===== config.mk =====
export PLATFORM = sky130hd
export DESIGN_NAME = edf_irq_sched
export DESIGN_NICKNAME = d
export VERILOG_FILES = /design/src/rtl/edf_irq_sched.sv
export SDC_FILE = /design/constraint.sdc
export NUM_CORES = 1
export LEC_CHECK = 0
export CORE_MARGIN = 3
export CORE_UTILIZATION = 62
export DETAILED_ROUTE_END_ITERATION = 16
export PLACE_DENSITY = 0.88
export SLEW_MARGIN = 20
export SYNTH_ARGS = -nofsm -noshare
export SYNTH_HDL_FRONTEND = slang
export SYNTH_SLANG_ARGS = --single-unit

===== constraint.sdc =====
create_clock -name clk_i -period 12 [get_ports clk_i]
set_clock_uncertainty 0.2 [all_clocks]
set_input_delay 2.4 -clock clk_i [delete_from_list [all_inputs] [get_ports clk_i]]
set_output_delay 2.4 -clock clk_i [all_outputs]
set_load 0.02 [all_outputs]

===== src/rtl/edf_irq_sched.sv =====
// Earliest-deadline-first interrupt scheduler with a lane-parallel comparator sweep.
// Define EDF_IRQ_SCHED_MISS_EN to build the sticky deadline-miss flags on miss_o.
module edf_irq_sched #(
  parameter int unsigned NrIrqs  = 8,
  parameter int unsigned NrLanes = 2,
  parameter int unsigned DlWidth = 16,
  localparam int unsigned IdWidth = $clog2(NrIrqs)
) (
  input  logic               clk_i,
  input  logic               rst_i,
  input  logic [NrIrqs-1:0]  irq_i,
  input  logic               cfg_we_i,
  input  logic [IdWidth-1:0] cfg_id_i,
  input  logic [DlWidth-1:0] cfg_dl_i,
  output logic               irq_valid_o,
  input  logic               irq_ready_i,
  output logic [IdWidth-1:0] irq_id_o,
  output logic [DlWidth-1:0] irq_dl_o,
  output logic [NrIrqs-1:0]  miss_o
);

  localparam int unsigned Sweep    = NrIrqs / NrLanes;
  localparam int unsigned IdxWidth = (Sweep > 1) ? $clog2(Sweep) : 1;
  localparam logic [IdxWidth-1:0] LastIdx = IdxWidth'(Sweep - 1);

  localparam logic [0:0] StIdle = 1'b0;
  localparam logic [0:0] StScan = 1'b1;

  logic [NrIrqs-1:0]   irq_q, trig, pending_q, pending_d;
  logic [DlWidth-1:0]  cnt_q [NrIrqs];
  logic [DlWidth-1:0]  cnt_d [NrIrqs];
  logic [DlWidth-1:0]  rel_dl_q [NrIrqs];
  logic [0:0]          state_q, state_d;
  logic [IdxWidth-1:0] idx_q, idx_d;
  logic                dirty_q, dirty_d;
  logic                best_found_q;
  logic [IdWidth-1:0]  best_id_q;
  logic [DlWidth-1:0]  best_cnt_q;
  logic                cand_found;
  logic [IdWidth-1:0]  cand_id, k_id;
  logic [DlWidth-1:0]  cand_cnt;
  logic                claim, last, publish;
  logic                valid_q;
  logic [IdWidth-1:0]  id_q;
  logic [DlWidth-1:0]  dl_q;

  assign trig        = irq_i & ~irq_q;
  assign claim       = valid_q & irq_ready_i;
  assign last        = (idx_q == LastIdx);
  assign publish     = (state_q == StScan) && last && !dirty_q && !claim;
  assign irq_valid_o = valid_q;
  assign irq_id_o    = id_q;
  assign irq_dl_o    = dl_q;

  // Pending/countdown update; a trigger colliding with a claim of the same source re-arms it.
  always_comb begin
    for (int unsigned k = 0; k < NrIrqs; k++) begin
      pending_d[k] = pending_q[k];
      cnt_d[k]     = (pending_q[k] && cnt_q[k] != '0) ? cnt_q[k] - 1'b1 : cnt_q[k];
      if (claim && id_q == IdWidth'(k)) pending_d[k] = 1'b0;
      if (trig[k] && (!pending_q[k] || (claim && id_q == IdWidth'(k)))) begin
        pending_d[k] = 1'b1;
        cnt_d[k]     = rel_dl_q[k];
      end
    end
  end

  // Running best is kept decremented so it stays comparable with the live countdowns.
  always_comb begin
    k_id       = '0;
    cand_found = (idx_q == '0) ? 1'b0 : best_found_q;
    cand_id    = (idx_q == '0) ? '0 : best_id_q;
    cand_cnt   = (idx_q == '0) ? '0 : best_cnt_q;
    for (int unsigned l = 0; l < NrLanes; l++) begin
      k_id = IdWidth'(32'(idx_q) * NrLanes + l);
      if (pending_q[k_id] && (!cand_found || cnt_q[k_id] < cand_cnt)) begin
        cand_found = 1'b1;
        cand_id    = k_id;
        cand_cnt   = cnt_q[k_id];
      end
    end
  end

  always_comb begin
    state_d = state_q;
    idx_d   = idx_q;
    dirty_d = dirty_q;
    case (state_q)
      StIdle: begin
        if (|pending_q) begin
          state_d = StScan;
          idx_d   = '0;
          dirty_d = 1'b0;
        end
      end
      StScan: begin
        if (last) begin
          idx_d   = '0;
          dirty_d = 1'b0;
          state_d = (|pending_q) ? StScan : StIdle;
        end else begin
          idx_d = idx_q + IdxWidth'(1);
          if (claim) dirty_d = 1'b1;
        end
      end
      default: state_d = StIdle;
    endcase
  end

  always_ff @(posedge clk_i or posedge rst_i) begin
    if (rst_i) begin
      irq_q        <= '0;
      pending_q    <= '0;
      state_q      <= StIdle;
      idx_q        <= '0;
      dirty_q      <= 1'b0;
      best_found_q <= 1'b0;
      best_id_q    <= '0;
      best_cnt_q   <= '0;
      valid_q      <= 1'b0;
      id_q         <= '0;
      dl_q         <= '0;
      for (int unsigned k = 0; k < NrIrqs; k++) begin
        cnt_q[k]    <= '0;
        rel_dl_q[k] <= '1;
      end
    end else begin
      irq_q     <= irq_i;
      pending_q <= pending_d;
      state_q   <= state_d;
      idx_q     <= idx_d;
      dirty_q   <= dirty_d;
      for (int unsigned k = 0; k < NrIrqs; k++) cnt_q[k] <= cnt_d[k];
      if (cfg_we_i) rel_dl_q[cfg_id_i] <= cfg_dl_i;
      if (state_q == StScan) begin
        best_found_q <= cand_found;
        best_id_q    <= cand_id;
        best_cnt_q   <= (cand_cnt != '0) ? cand_cnt - 1'b1 : cand_cnt;
      end
      if (publish) begin
        valid_q <= cand_found;
        id_q    <= cand_id;
        dl_q    <= cand_cnt;
      end else if (claim) begin
        valid_q <= 1'b0;
      end
    end
  end

`ifdef EDF_IRQ_SCHED_MISS_EN
  logic [NrIrqs-1:0] miss_q, miss_d;

  always_comb begin
    for (int unsigned k = 0; k < NrIrqs; k++) begin
      miss_d[k] = miss_q[k] | (pending_q[k] && cnt_q[k] == '0);
      if (claim && id_q == IdWidth'(k)) miss_d[k] = 1'b0;
    end
  end

  always_ff @(posedge clk_i or posedge rst_i) begin
    if (rst_i) miss_q <= '0;
    else       miss_q <= miss_d;
  end

  assign miss_o = miss_q;
`else
  assign miss_o = '0;
`endif

endmodule


==> flow_metrics.env <==
export IMPL_outcome="complete, no violations"
export IMPL_finalSetupViolCount=0
export IMPL_post_cts_buffers=0
export IMPL_reg2reg_from="idx_q[1]"
export IMPL_vias=13000
export IMPL_vias_per_cell=6.63
export IMPL_grt_pass1_vias=13000
export IMPL_worstSetupStartpointType="register"
export IMPL_ctsHoldBuffers=0
export IMPL_drive_above_1_share=0.250
export IMPL_syn_avg_cell_area_um2=10.8
export IMPL_cp_buffers_inverters=4
export IMPL_wl_per_cell_um=24.2
export IMPL_power_leakage_uw=0.00732
export IMPL_synth_edf_count=0
export IMPL_hp_start="irq_q[3]"
export IMPL_tns_ps=0
export IMPL_diodes=0
export IMPL_finalCriticalPeriod_ps=8870
export IMPL_critPathMaxStageDelay_ps=580
export IMPL_clk_pin_slew_worst_paths_ps=60
export IMPL_synthCells=1559
export IMPL_grt_total_usage=0.330
export IMPL_crit_required_ps=12200
export IMPL_overflow=0
export IMPL_path_delay_family="compound AO/OA/AOI/OAI gates"
export IMPL_dieArea_um2=29200
export IMPL_clock_sinks=316
export IMPL_grt_pass1_wl_mm=74.5
export IMPL_worstHoldEndpoint="pending_q[3]"
export IMPL_arrival_ps=9070
export IMPL_synthDominantCellAreaShare=0.279
export IMPL_clock_root_buffer="clkbuf_16"
export IMPL_chipHeight_um=171
export IMPL_min_path_cells=1
export IMPL_cts_tree="built"
export IMPL_die_w_um=171
export IMPL_yosysSeqAreaShare=0.479
export IMPL_start_util=0.639
export IMPL_synth_area_leader_cell="dfrtp_1"
export IMPL_numCtsBuffers=35
export IMPL_gp_congestion=1.06
export IMPL_worst_setup_path_end_kind="register"
export IMPL_ys_ff_latch=316
export IMPL_crit_start="idx_q[1]"
export IMPL_netlist_area_um2=16800
export IMPL_synth_area_top_cells="dfrtp_1 28%, dfstp_2 20%, mux2_2 9.8%, mux4_2 4.5%, xnor2_1 4.5%"
export IMPL_cts_resized=0
export IMPL_ff2ff_setup_slack_ps=3130
export IMPL_grt_max_degree=114
export IMPL_routed_wl_mm=47.4
export IMPL_synthArstFlopShare=1.00
export IMPL_layout_common_cells="187 x dfrtp_1, 182 x nor2_1, 147 x a21oi_1"
export IMPL_rsz0062_at_grt="false"
export IMPL_io_buffers=50
export IMPL_powerDensity_nw_per_um2=291
export IMPL_critPathKind="register to register"
export IMPL_drt_initial_drc_count=1323
export IMPL_ios=59
export IMPL_fmax_mhz=113
export IMPL_ff2ff_path_depth=29
export IMPL_clkLatencyLatePin_ps=530
export IMPL_final_common_cell="dfrtp_1"
export IMPL_hold_viol_final=0
export IMPL_cts_htree_levels=2
export IMPL_drtAntennaViolNets=0
export IMPL_syn2layout_area_growth_pct=12.0
export IMPL_min_period_over_period=0.739
export IMPL_worst_pin_slew_ps=1090
export IMPL_r2r_end="best_cnt_q[14]"
export IMPL_coreArea_um2=26400
export IMPL_synth_warnings=0
export IMPL_worst_path_most_repeated_cell="ha_1"
export IMPL_drc=0
export IMPL_fin_nets=1671
export IMPL_post_route_util=0.716
export IMPL_ir_drop_uv=155
export IMPL_crit_fanout=39
export IMPL_holdCritPathClass="register to register"
export IMPL_num_rows=59
export IMPL_drt_pass1_iter_count=5
export IMPL_slew_violations=0
export IMPL_hpwl_mm=33.5
export IMPL_ys_types=71
export IMPL_maxCapViolCount=0
export IMPL_ys_flop_type="dfrtp_1"
export IMPL_cts_buffer_depth=3
export IMPL_antenna_found_initial=1
export IMPL_slowest_stage="ha_1"
export IMPL_max_slew_margin=0.264
-- cells in the mapped netlist, drive strengths merged (18+ instances only) --
library cell / number
dfstp: 128
nor3: 38
nor2: 183
nand3: 26
xor2: 35
o21ai: 62
clkbuf: 58
mux4: 34
dfrtp: 188
or4: 23
ha: 42
inv: 54
nor4: 31
buf: 18
mux2i: 21
nand2: 64
mux2: 149
a21oi: 149
xnor2: 86
-- kinds of logic (layout without fill, tap and decap cells) --
group,Yosys count,after routing,synth area share
simple gates,462,462,0.135
flops,316,316,0.479
compound gates,282,282,0.0985
mux,204,204,0.159
buf+inv,131,190,0.0334
xor+xnor,121,121,0.0629
fa+ha+maj,42,42,0.0312
other cells,1,8,0.000223
-- power breakdown --
part	leakage, uW	switching, uW	internal, uW
clock	0.000584	443	678
sequential	0.00350	469	1550
combinational	0.00323	1330	1020
total	0.00732	2240	3250
-- worst max path at each step --
stage	endpoint	slack (ps)	cells past startpoint
after CTS	best_cnt_q[14]	3180	28
after detailed placement	best_cnt_q[14]	3220	28
after floorplan	best_cnt_q[0]	870	1
after global routing	best_cnt_q[14]	2720	28
final	best_cnt_q[14]	3130	29
after global placement	best_cnt_q[14]	3460	28
-- metrics by stage --
stage	hold slack (ps)	instance area, um2	setup WS, ps	total power, uW	cells
after floorplan	215	16900	869	3510	1566
after global placement	221	17600	3460	4180	1894
after detailed placement	232	17600	3220	4280	1894
after CTS	236	18800	3180	5420	1958
after global routing	269	18900	2720	5780	1960
final	233	18900	3130	5480	1960
-- state kept, by name, indices dropped and copies added (netlist names) --
name,flops
irq_id_o,3
irq_valid_o,1
best_found_q,1
state_q,1
best_id_q,3
best_cnt_q,16
idx_q,2
pending_q,8
irq_dl_o,16
rel_dl_q,128
cnt_q,128
irq_q,8
dirty_q,1
-- metal layers --
metal  global-route usage  routed length (um)  vias up  part of all wire
met4                0.126                1920        2             0.041
met2                0.529               22100      677              0.47
li1                     -                   -     5655                 -
met5                    0                  13        -           0.00027
met1                0.458               19400     6537              0.41
met3               0.0545                4030      126             0.085
-- final cells by class --
cell class	count	area, um2
tap	335	419
multi-input combinational	1119	8270
sequential	316	8070
clock inverter	14	193
timing repair buffer	71	682
fill	1786	7490
clock buffer	50	1010
inverter	55	214
Note: power is estimated with default switching activity, not from simulation.
==> variant, RTL diff (same settings) <==
The option `EDF_IRQ_SCHED_MISS_EN` is turned on by a define.
--- a/src/rtl/edf_irq_sched.sv
+++ b/src/rtl/edf_irq_sched.sv
@@ -1,5 +1,7 @@
 // Earliest-deadline-first interrupt scheduler with a lane-parallel comparator sweep.
 // Define EDF_IRQ_SCHED_MISS_EN to build the sticky deadline-miss flags on miss_o.
+`define EDF_IRQ_SCHED_MISS_EN
+
 module edf_irq_sched #(
   parameter int unsigned NrIrqs  = 8,
   parameter int unsigned NrLanes = 2,
Behaviour: not the same (Yosys sat finds a counterexample within 4 cycles, from zero or initial values and one cycle with rst_i high).
==> variant against the unedited design <==
Power grew 1.5%. Die area rose by 1.4%. Wire length up 1.2%. Final area up 1.6%. Largest power group unchanged. Synthesized cell count increased by 3.4%. Synthesized area increased by 1.4%. Setup slack improved by 0.12 ns. Maximum frequency up 1.3%. Highest routed layer is now met4. Global-route usage is 0.20 points lower. Non-clock buffer count up 3. Sequential cell count grew 8. Critical path type unchanged.
==> variant: results (changes against the unedited design) <==
WORST_HOLD_STARTPOINT='irq_q[4]'  # was irq_q[3]
COMB_POWER_SHARE_PCT=43.3  # was 42.8%
MAX_LAYER_USED='met4'  # was met5
REGTOREGSETUPSLACK_NS=3.25  # was 3.13 ns
WHS_ENDPOINT='pending_q[4]'  # was pending_q[3]
HPWLAFTERDP_UM=33670  # was 33,460 µm
GRTUSAGEMET2_PCT=53.03  # was 52.86%
ROUTE.DETAILED.VIAS_PER_INST=6.570  # was 6.631
GLOBALROUTEMET3UTIL_PCT=7.819  # was 5.453%
PRECTSSETUPSLACK_NS=3.384  # was 3.220 ns
FIN_WORST_HOLD_SLACK_NS=0.2394  # was 0.2329 ns
WORST-SLEW-PIN-TRANSITION_NS=1.153  # was 1.090 ns
ANTENNA_FOUND_INITIAL=0  # was 1
DRIVE_GT1_SHARE_PCT=23.87  # was 25.05%
WL_MET2_UM=22630  # was 22,080 µm
CP_MAX_FO=35  # was 39
MET1_LENGTH_UM=18730  # was 19,410 µm
MAX-CLOCK-PATH-BUFFERS=3  # unchanged
NET-SWITCHING-POWER_mW=2.301  # was 2.237 mW
GRT_MAX_DEGREE=120  # was 114
VDD_IR_DROP_MAX_uV=145.1  # was 154.7 µV
SEQ_AREA_FRAC_SYNTH_PCT=48.40  # was 47.90%
CRIT-REG2REG-LAUNCH='idx_q[0]'  # was idx_q[1]
P_INT_mW=3.265  # was 3.248 mW
GRT_PASS1_WL_UM=74930  # was 74,490 µm
ROUTED_WL_MET3_UM=4120  # was 4026 µm
GRTUSAGEMET1_PCT=41.93  # was 45.79%
RUN_STATUS='finished clean'  # unchanged
WORST_EP_ARRIVAL_TIME_NS=8.96  # was 9.07 ns
STATIC-LEAKAGE-POWER_nW=7.689  # was 7.316 nW
NETS=1734  # was 1,671
GP_CONGESTION=1.062  # was 1.056
GRT_PASS1_VIAS=13470  # was 13,030
DRT_FIRST_ITER_VIOLATIONS=1547  # was 1,323
YOSYS-TOP-CELLS-AREA='dfrtp_1 (29%), dfstp_2 (20%), mux2_2 (9.9%)'  # was dfrtp_1 (28%), dfstp_2 (20%), mux2_2 (9.8%)
PWR.GROUP.SEQUENTIAL_mW=2.07  # was 2.02 mW
GRTUSAGETOTAL_PCT=32.81  # was 33.01%
WL_UM=48030  # was 47,450 µm
-- variant: cell types whose count changed in the layout (fill, tap and decap cells not counted), moves of 9 or more --
| cell | delta |
|---|---|
| mux2i_1 | -9 |
| nand2_1 | +51 |
| nor3_1 | +12 |
| nor2b_1 | -9 |
| o21ai_1 | -18 |
| o21ai_0 | +18 |
| nor2_1 | +24 |
-- variant: critical path: stages, from the launching register on --
cell,delay [ns]
dfrtp_2,0.74
buf_4,0.48
inv_1,0.09
ha_1,0.32
clkinv_1,0.31
nand2_1,0.18
ha_1,0.37
and4_1,0.23
o2111a_1,0.13
o31ai_1,0.37
a21o_1,0.85
o21ai_0,0.29
inv_1,0.11
ha_1,0.24
a21o_1,0.18
a21o_1,0.17
a2111oi_0,0.42
o22a_1,0.26
and3_1,0.27
nand2_2,0.35
o21ai_0,0.58
ha_1,0.27
o21ai_1,0.20
nor4b_4,0.36
mux2_1,0.37
a221o_1,0.27
-- variant: cell type report --
| cell class | instances | area, µm² |
|---|---|---|
| clock inverters | 8 | 80.08 |
| fillers | 1867 | 7871 |
| clock buffers | 56 | 1086 |
| multi-input cells | 1170 | 8367 |
| inverters | 56 | 217.7 |
| repair buffers | 74 | 708.2 |
| well taps | 341 | 426.7 |
| flip-flops and latches | 324 | 8269 |
-- variant: cells by family after synthesis --
group / Yosys count / synth area share, %
and+or+nand+nor: 524 / 14.54
buffers and inverters: 118 / 2.856
adders and majority gates: 42 / 3.076
xor gates and xnor gates: 123 / 6.306
muxes: 197 / 15.20
AOI/OAI and AO/OA: 284 / 9.631
DFF: 324 / 48.40
-- variant: metrics by stage --
step           instance area (µm²)  std cells
2_1_floorplan                17080       1612
3_3_place_gp                 17970       1963
3_5_place_dp                 17970       1963
4_1_cts                      19130       2027
5_1_grt                      19150       2029
6_report                     19150       2029
